## config.mk

```make
export PLATFORM = sky130hd
export DESIGN_NAME = bpm_link_tx
export DESIGN_NICKNAME = d
export VERILOG_FILES = /design/src/rtl/bpm_link_pkg.sv /design/src/rtl/bpm_link_tx_channel.sv /design/src/rtl/bpm_link_tx.sv
export SDC_FILE = /design/constraint.sdc
export NUM_CORES = 1
export LEC_CHECK = 0
export BUFFER_PORTS_ARGS = -buffer_cell sky130_fd_sc_hd__buf_2
export CORE_MARGIN = 5
export CORE_UTILIZATION = 50
export CTS_BUF_LIST = sky130_fd_sc_hd__clkbuf_4
export CTS_CLUSTER_DIAMETER = 100
export CTS_CLUSTER_SIZE = 8
export DETAILED_ROUTE_END_ITERATION = 7
export HOLD_SLACK_MARGIN = 0.02
export PLACE_DENSITY_LB_ADDON = 0.1
export SYNTH_ARGS = -nofsm -noshare
export SYNTH_HDL_FRONTEND = slang
export SYNTH_SLANG_ARGS = --single-unit
```

## constraint.sdc

```tcl
create_clock -name auroraUserClk -period 15.6 [get_ports auroraUserClk]
set_input_delay 3.12 -clock auroraUserClk [delete_from_list [all_inputs] [get_ports auroraUserClk]]
set_output_delay 3.12 -clock auroraUserClk [all_outputs]
set_load 0.01 [all_outputs]
```

## src/rtl/bpm_link_pkg.sv

```systemverilog
// Shared definitions for the BPM fast-acquisition link. The header format lives
// here so the transmitter and the cell controller's reader always agree on it.
package bpm_link_pkg;

    localparam int          FOFB_INDEX_WIDTH = 9;
    localparam logic [15:0] HEADER_MAGIC     = 16'hA5BC;

    typedef enum logic [2:0] {
        ST_IDLE,
        ST_HDR,
        ST_X,
        ST_Y,
        ST_S
    } chan_state_e;

    function automatic logic [31:0] pack_header(input logic [15:0] magic,
                                                input logic [15:0] index);
        return {magic, index};
    endfunction

endpackage

```

## src/rtl/bpm_link_tx_channel.sv

```systemverilog
// One BPM link transmit channel: captures a sample on the FA strobe, then sends
// header/X/Y/S on an AXI stream and keeps saturating packet and overrun counts.
module bpm_link_tx_channel
    import bpm_link_pkg::*;
#(
    parameter int          IDX_W = 9,
    parameter logic [15:0] MAGIC = 16'hA5BC,
    parameter int          CNT_W = 16
) (
    input  logic             clk_i,
    input  logic             rst_i,
    input  logic             strobe_i,
    input  logic             inhibit_i,
    input  logic [IDX_W-1:0] index_i,
    input  logic [31:0]      x_i,
    input  logic [31:0]      y_i,
    input  logic [31:0]      s_i,
    input  logic             tready_i,
    output logic [31:0]      tdata_o,
    output logic             tvalid_o,
    output logic             tlast_o,
    output logic [CNT_W-1:0] pkt_count_o,
    output logic [CNT_W-1:0] ovr_count_o
);

    chan_state_e      state_q, state_d;
    logic [31:0]      tdata_q, tdata_d;
    logic             tvalid_q, tvalid_d;
    logic             tlast_q, tlast_d;
    logic [CNT_W-1:0] pkt_q, pkt_d;
    logic [CNT_W-1:0] ovr_q, ovr_d;
    logic [31:0]      x_q, y_q, s_q;
    logic [15:0]      idx_ext;
    logic             capture;
    logic             pkt_inc;
    logic             ovr_inc;

    always_comb begin
        idx_ext  = 16'(index_i);
        state_d  = state_q;
        tdata_d  = tdata_q;
        tvalid_d = tvalid_q;
        tlast_d  = tlast_q;
        capture  = 1'b0;
        pkt_inc  = 1'b0;
        // Any strobe outside IDLE is busy, including the cycle S is accepted.
        ovr_inc  = strobe_i && (state_q != ST_IDLE);

        unique case (state_q)
            ST_IDLE: begin
                if (strobe_i && !inhibit_i) begin
                    state_d  = ST_HDR;
                    tdata_d  = pack_header(MAGIC, idx_ext);
                    tvalid_d = 1'b1;
                    capture  = 1'b1;
                end
            end
            ST_HDR: begin
                if (tready_i) begin
                    state_d = ST_X;
                    tdata_d = x_q;
                end
            end
            ST_X: begin
                if (tready_i) begin
                    state_d = ST_Y;
                    tdata_d = y_q;
                end
            end
            ST_Y: begin
                if (tready_i) begin
                    state_d = ST_S;
                    tdata_d = s_q;
                    tlast_d = 1'b1;
                end
            end
            ST_S: begin
                if (tready_i) begin
                    state_d  = ST_IDLE;
                    tvalid_d = 1'b0;
                    tlast_d  = 1'b0;
                    pkt_inc  = 1'b1;
                end
            end
            default: begin
                state_d  = ST_IDLE;
                tvalid_d = 1'b0;
                tlast_d  = 1'b0;
            end
        endcase

        pkt_d = (pkt_inc && (pkt_q != '1)) ? pkt_q + CNT_W'(1) : pkt_q;
        ovr_d = (ovr_inc && (ovr_q != '1)) ? ovr_q + CNT_W'(1) : ovr_q;
    end

    always_ff @(posedge clk_i or posedge rst_i) begin
        if (rst_i) begin
            state_q  <= ST_IDLE;
            tdata_q  <= '0;
            tvalid_q <= 1'b0;
            tlast_q  <= 1'b0;
            pkt_q    <= '0;
            ovr_q    <= '0;
        end else begin
            state_q  <= state_d;
            tdata_q  <= tdata_d;
            tvalid_q <= tvalid_d;
            tlast_q  <= tlast_d;
            pkt_q    <= pkt_d;
            ovr_q    <= ovr_d;
        end
    end

    // Sample payload needs no reset; it is only read after a fresh capture.
    always_ff @(posedge clk_i) begin
        if (capture) begin
            x_q <= x_i;
            y_q <= y_i;
            s_q <= s_i;
        end
    end

    assign tdata_o     = tdata_q;
    assign tvalid_o    = tvalid_q;
    assign tlast_o     = tlast_q;
    assign pkt_count_o = pkt_q;
    assign ovr_count_o = ovr_q;

endmodule

```

## src/rtl/bpm_link_tx.sv

```systemverilog
// BPM fast-acquisition link transmitter: two independent channels (CW and CCW)
// fed from the same FA strobe and sample, each with its own inhibit and stream.
module bpm_link_tx #(
    parameter int          FOFB_INDEX_WIDTH = bpm_link_pkg::FOFB_INDEX_WIDTH,
    parameter logic [15:0] HEADER_MAGIC     = bpm_link_pkg::HEADER_MAGIC,
    parameter int          COUNTER_WIDTH    = 16
) (
    input  logic                        auroraUserClk,
    input  logic                        auroraReset,
    input  logic                        faStrobe,
    input  logic [FOFB_INDEX_WIDTH-1:0] fofbIndex,
    input  logic [31:0]                 faX,
    input  logic [31:0]                 faY,
    input  logic [31:0]                 faS,
    input  logic                        cwInhibit,
    input  logic                        ccwInhibit,
    output logic [31:0]                 BPM_CW_AXI_STREAM_TX_tdata,
    output logic                        BPM_CW_AXI_STREAM_TX_tvalid,
    output logic                        BPM_CW_AXI_STREAM_TX_tlast,
    input  logic                        BPM_CW_AXI_STREAM_TX_tready,
    output logic [31:0]                 BPM_CCW_AXI_STREAM_TX_tdata,
    output logic                        BPM_CCW_AXI_STREAM_TX_tvalid,
    output logic                        BPM_CCW_AXI_STREAM_TX_tlast,
    input  logic                        BPM_CCW_AXI_STREAM_TX_tready,
    output logic [COUNTER_WIDTH-1:0]    cwPacketCount,
    output logic [COUNTER_WIDTH-1:0]    ccwPacketCount,
    output logic [COUNTER_WIDTH-1:0]    cwOverrunCount,
    output logic [COUNTER_WIDTH-1:0]    ccwOverrunCount
);

    bpm_link_tx_channel #(
        .IDX_W (FOFB_INDEX_WIDTH),
        .MAGIC (HEADER_MAGIC),
        .CNT_W (COUNTER_WIDTH)
    ) u_cw (
        .clk_i       (auroraUserClk),
        .rst_i       (auroraReset),
        .strobe_i    (faStrobe),
        .inhibit_i   (cwInhibit),
        .index_i     (fofbIndex),
        .x_i         (faX),
        .y_i         (faY),
        .s_i         (faS),
        .tready_i    (BPM_CW_AXI_STREAM_TX_tready),
        .tdata_o     (BPM_CW_AXI_STREAM_TX_tdata),
        .tvalid_o    (BPM_CW_AXI_STREAM_TX_tvalid),
        .tlast_o     (BPM_CW_AXI_STREAM_TX_tlast),
        .pkt_count_o (cwPacketCount),
        .ovr_count_o (cwOverrunCount)
    );

    bpm_link_tx_channel #(
        .IDX_W (FOFB_INDEX_WIDTH),
        .MAGIC (HEADER_MAGIC),
        .CNT_W (COUNTER_WIDTH)
    ) u_ccw (
        .clk_i       (auroraUserClk),
        .rst_i       (auroraReset),
        .strobe_i    (faStrobe),
        .inhibit_i   (ccwInhibit),
        .index_i     (fofbIndex),
        .x_i         (faX),
        .y_i         (faY),
        .s_i         (faS),
        .tready_i    (BPM_CCW_AXI_STREAM_TX_tready),
        .tdata_o     (BPM_CCW_AXI_STREAM_TX_tdata),
        .tvalid_o    (BPM_CCW_AXI_STREAM_TX_tvalid),
        .tlast_o     (BPM_CCW_AXI_STREAM_TX_tlast),
        .pkt_count_o (ccwPacketCount),
        .ovr_count_o (ccwOverrunCount)
    );

endmodule

```

==> impl_metrics.py <==
metrics = {
    "global_routing": {
        "grt_pass1_wl_mm": 49.6,
        "grt-ovfl-total": 0,
        "antenna_found_initial": 8,
        "grt_pass1_vias": 8712,
        "grt_max_degree": 82,
        "grt_usage_pct": 20.9,
    },
    "logic_synthesis": {
        "ys_seq_area_share_pct": 68.6,
        "syn-cell-area_mm2": 0.0134,
        "ys_ff_latch": 330,
        "yosysTopAreaCellShare_pct": 42.9,
        "ys_top_cells_by_area": "edfxtp_1 (43%), dfrtp_1 (26%), mux2_2 (2.9%)",
        "synth.most_common_cell": "edfxtp_1",
        "yosys-top-cells-count": "edfxtp_1 (192), dfrtp_1 (138), nand2_1 (102)",
        "synth_edf_count": 192,
        "yosys_warnings": 0,
        "syn_nets": 1077,
        "synth_cell_types": 67,
        "synth_top_flop_cell": "edfxtp_1",
        "synthCells": 961,
        "synth_area_leader_cell": "edfxtp_1",
        "avgSynthCellArea_um2": 14.0,
        "async_flop_share_pct": 41.8,
    },
    "sta": {
        "fin_hold_ws_ps": 484,
        "setup_tns_ps": 0,
        "worst_pin_slew_ps": 1020,
        "period_share_pct": 31.1,
        "fin_ws_ps": 10750,
        "layout_min_cycle_time_ps": 4850,
        "final_hold_viol_count": 0,
        "slew_viol_final": 0,
        "slew_headroom_pct": 32.2,
        "setup_viol": 0,
        "skew_ps": 56.1,
        "rsz0062_at_grt": "no",
        "fmax_ghz": 0.206,
    },
    "critical_path": {
        "crit_arrival_ps": 5140,
        "cp-end-kind": "flop",
        "crit_chain": "buf_2, or4b_4, nor2_4, buf_4, buf_4",
        "r2r-end": "u_ccw.s_q[8]$_DFFE_PP_",
        "crit_start": "faStrobe",
        "cp_slowest_cell": "buf_4",
        "r2r_slack_ps": 12470,
        "required_ps": 15890,
        "crit_type": "primary input to flop",
        "cp_num_cells": 5,
        "cp_common_cell": "buf_4",
        "cp_top_family": "buffers and inverters",
        "critical_path_buf_inv_count": 3,
        "reg2regPathDepth": 5,
        "r2r-start": "u_ccw.state_q[1]$_DFFE_PP0P_",
        "cp-start-kind": "primary input",
        "cp_slowest_stage_delay_ps": 660,
        "crit_fanout": 53,
        "endpoint": "u_ccw.s_q[8]$_DFFE_PP_",
    },
    "layout": {
        "nets": 1337,
        "fill_cells": 2266,
        "final_cell_area_mm2": 0.0155,
        "post-route-util_pct": 58.1,
        "drive_gt1_share_pct": 33.6,
        "syn_to_final_growth_pct": 15.6,
    },
    "clock_tree": {
        "clk_path_buf_depth": 3,
        "postCtsSetupBuffers": 0,
        "cts_buffers": 47,
        "clk_latency_ps": 690,
        "holdBufCountCts": 0,
        "clk_pin_slew_ps": 90,
        "tritoncts": "built",
        "cts_resized": 0,
        "clock_sinks": 330,
        "clk_root_buffer_cell": "clkbuf_4",
        "cts-htree-levels": 2,
    },
    "drt": {
        "firstDrtPassIters": 5,
        "drcViolationCount": 0,
        "wl_mm": 32.0,
        "wl_per_cell_um": 20.1,
        "vias_per_cell": 5.47,
        "detail_route.iter0.violations": 493,
        "vias": 8720,
        "final_antenna_net_count": 0,
    },
    "pwr": {
        "ir_drop_v": 0.0000749,
        "clkPwrFrac_pct": 20.5,
        "power_frac_comb_pct": 31.6,
        "internal_power_mw": 1.61,
        "p_sw_share_pct": 35.6,
        "p_seq_share_pct": 47.9,
        "p_per_area_mw_per_mm2": 162,
        "power.leakage_nw": 6.48,
        "p_sw_mw": 0.894,
    },
    "flow_run": {
        "maxCapViolations": 0,
    },
    "placement": {
        "place_area_mm2": 0.0149,
        "io_buffers": 243,
        "pre_cts_ws_ps": 10070,
        "gp_congestion": 0.817,
        "hpwl_mm": 20.6,
    },
    "die": {
        "dieWidth_um": 174,
        "coreArea_mm2": 0.0267,
        "die_area_mm2": 0.0302,
        "num_rows": 60,
        "start_util_pct": 50.3,
        "die_y_um": 174,
        "ioPinCount": 244,
    },
    "min_path": {
        "hold_path_class": "flop to flop",
        "min_from": "u_cw.tdata_o[11]$_DFFE_PP0P_",
    },
    "run_status": {
        "status": "complete, no violations",
    },
}
## metal layers
| layer | wire (um) | GRT usage [%] |
|---|---|---|
| met2 | 14800 | 32.7 |
| met4 | 828 | 6.27 |
| met3 | 2060 | 4.94 |
| met1 | 14200 | 29.5 |
| met5 | 97 | 0 |
## layout by cell type (no fill, tap or decap), drive strengths merged, types with 7 or more instances in the layout
master and count:
o21ai 81, nand3 18, mux2i 36, clkbuf 78, dfrtp 138, nor3 11
nor4 16, xnor2 14, a2bb2oi 10, nand2 102, and4 7, xor2 37
nand2b 14, mux2 37, a22oi 28, nor2 42, o22ai 10, edfxtp 192
buf 256, a21oi 37, nand4 29
## worst min path at each step
stage	endpoint	slack, ps	cells after the start
6_report	u_cw.tdata_o[11]$_DFFE_PP0P_	480	2
5_1_grt	u_ccw.tdata_o[27]$_DFFE_PP0P_	520	2
4_1_cts	u_ccw.tdata_o[13]$_DFFE_PP0P_	490	2
3_5_place_dp	u_ccw.tdata_o[13]$_DFFE_PP0P_	470	2
3_3_place_gp	u_cw.tdata_o[13]$_DFFE_PP0P_	460	2
2_1_floorplan	u_cw.tdata_o[10]$_DFFE_PP0P_	510	2
## kinds of logic after synthesis
| kind of cell | synth area share (%) |
|---|---|
| fa+ha+maj | 0.373 |
| xor+xnor | 3.33 |
| mux | 5.81 |
| buf+inv | 2.16 |
| compound gates | 8.80 |
| flops | 68.6 |
| simple gates | 10.9 |
## through the flow
step	power (mW)	std cells
detailed placement	2.03	1513
CTS	2.54	1594
global route	2.67	1595
finish	2.51	1595
global placement	2.01	1513
floorplan	1.74	961
## tightest hold or removal path: stages (launching register included)
cell	delay (ps)
dfrtp_1	350
nand2_1	40
o21ai_0	60
## area by class of cell
class / instances / area (um^2) / area share, %
sequential: 330 / 9220 / 59.4
multi-input combinational: 583 / 3940 / 25.4
timing repair buffer: 256 / 1310 / 8.46
clock buffer: 78 / 586 / 3.77
tap: 341 / 427 / 2.75
clock inverter: 3 / 25.0 / 0.161
inverter: 3 / 16.3 / 0.105
antenna: 1 / 2.50 / 0.0161
## sequential cells by signal (all words and copies together) (netlist names), 32 cells and up
signal and count:
u_ccw.y_q 32, u_cw.x_q 32, u_cw.y_q 32, u_ccw.x_q 32, u_ccw.s_q 32, u_cw.tdata_o 32
u_cw.s_q 32, u_ccw.tdata_o 32
## power groups by stage
| stage | clock, mW | combinational [mW] | sequential, mW |
|---|---|---|---|
| 3_3_place_gp | 0 | 0.793 | 1.22 |
| 5_1_grt | 0.572 | 0.873 | 1.22 |
| 4_1_cts | 0.533 | 0.807 | 1.20 |
| 6_report | 0.514 | 0.793 | 1.20 |
| 3_5_place_dp | 0 | 0.805 | 1.22 |
| 2_1_floorplan | 0 | 0.496 | 1.25 |
Power figures use the tool's default switching activity.
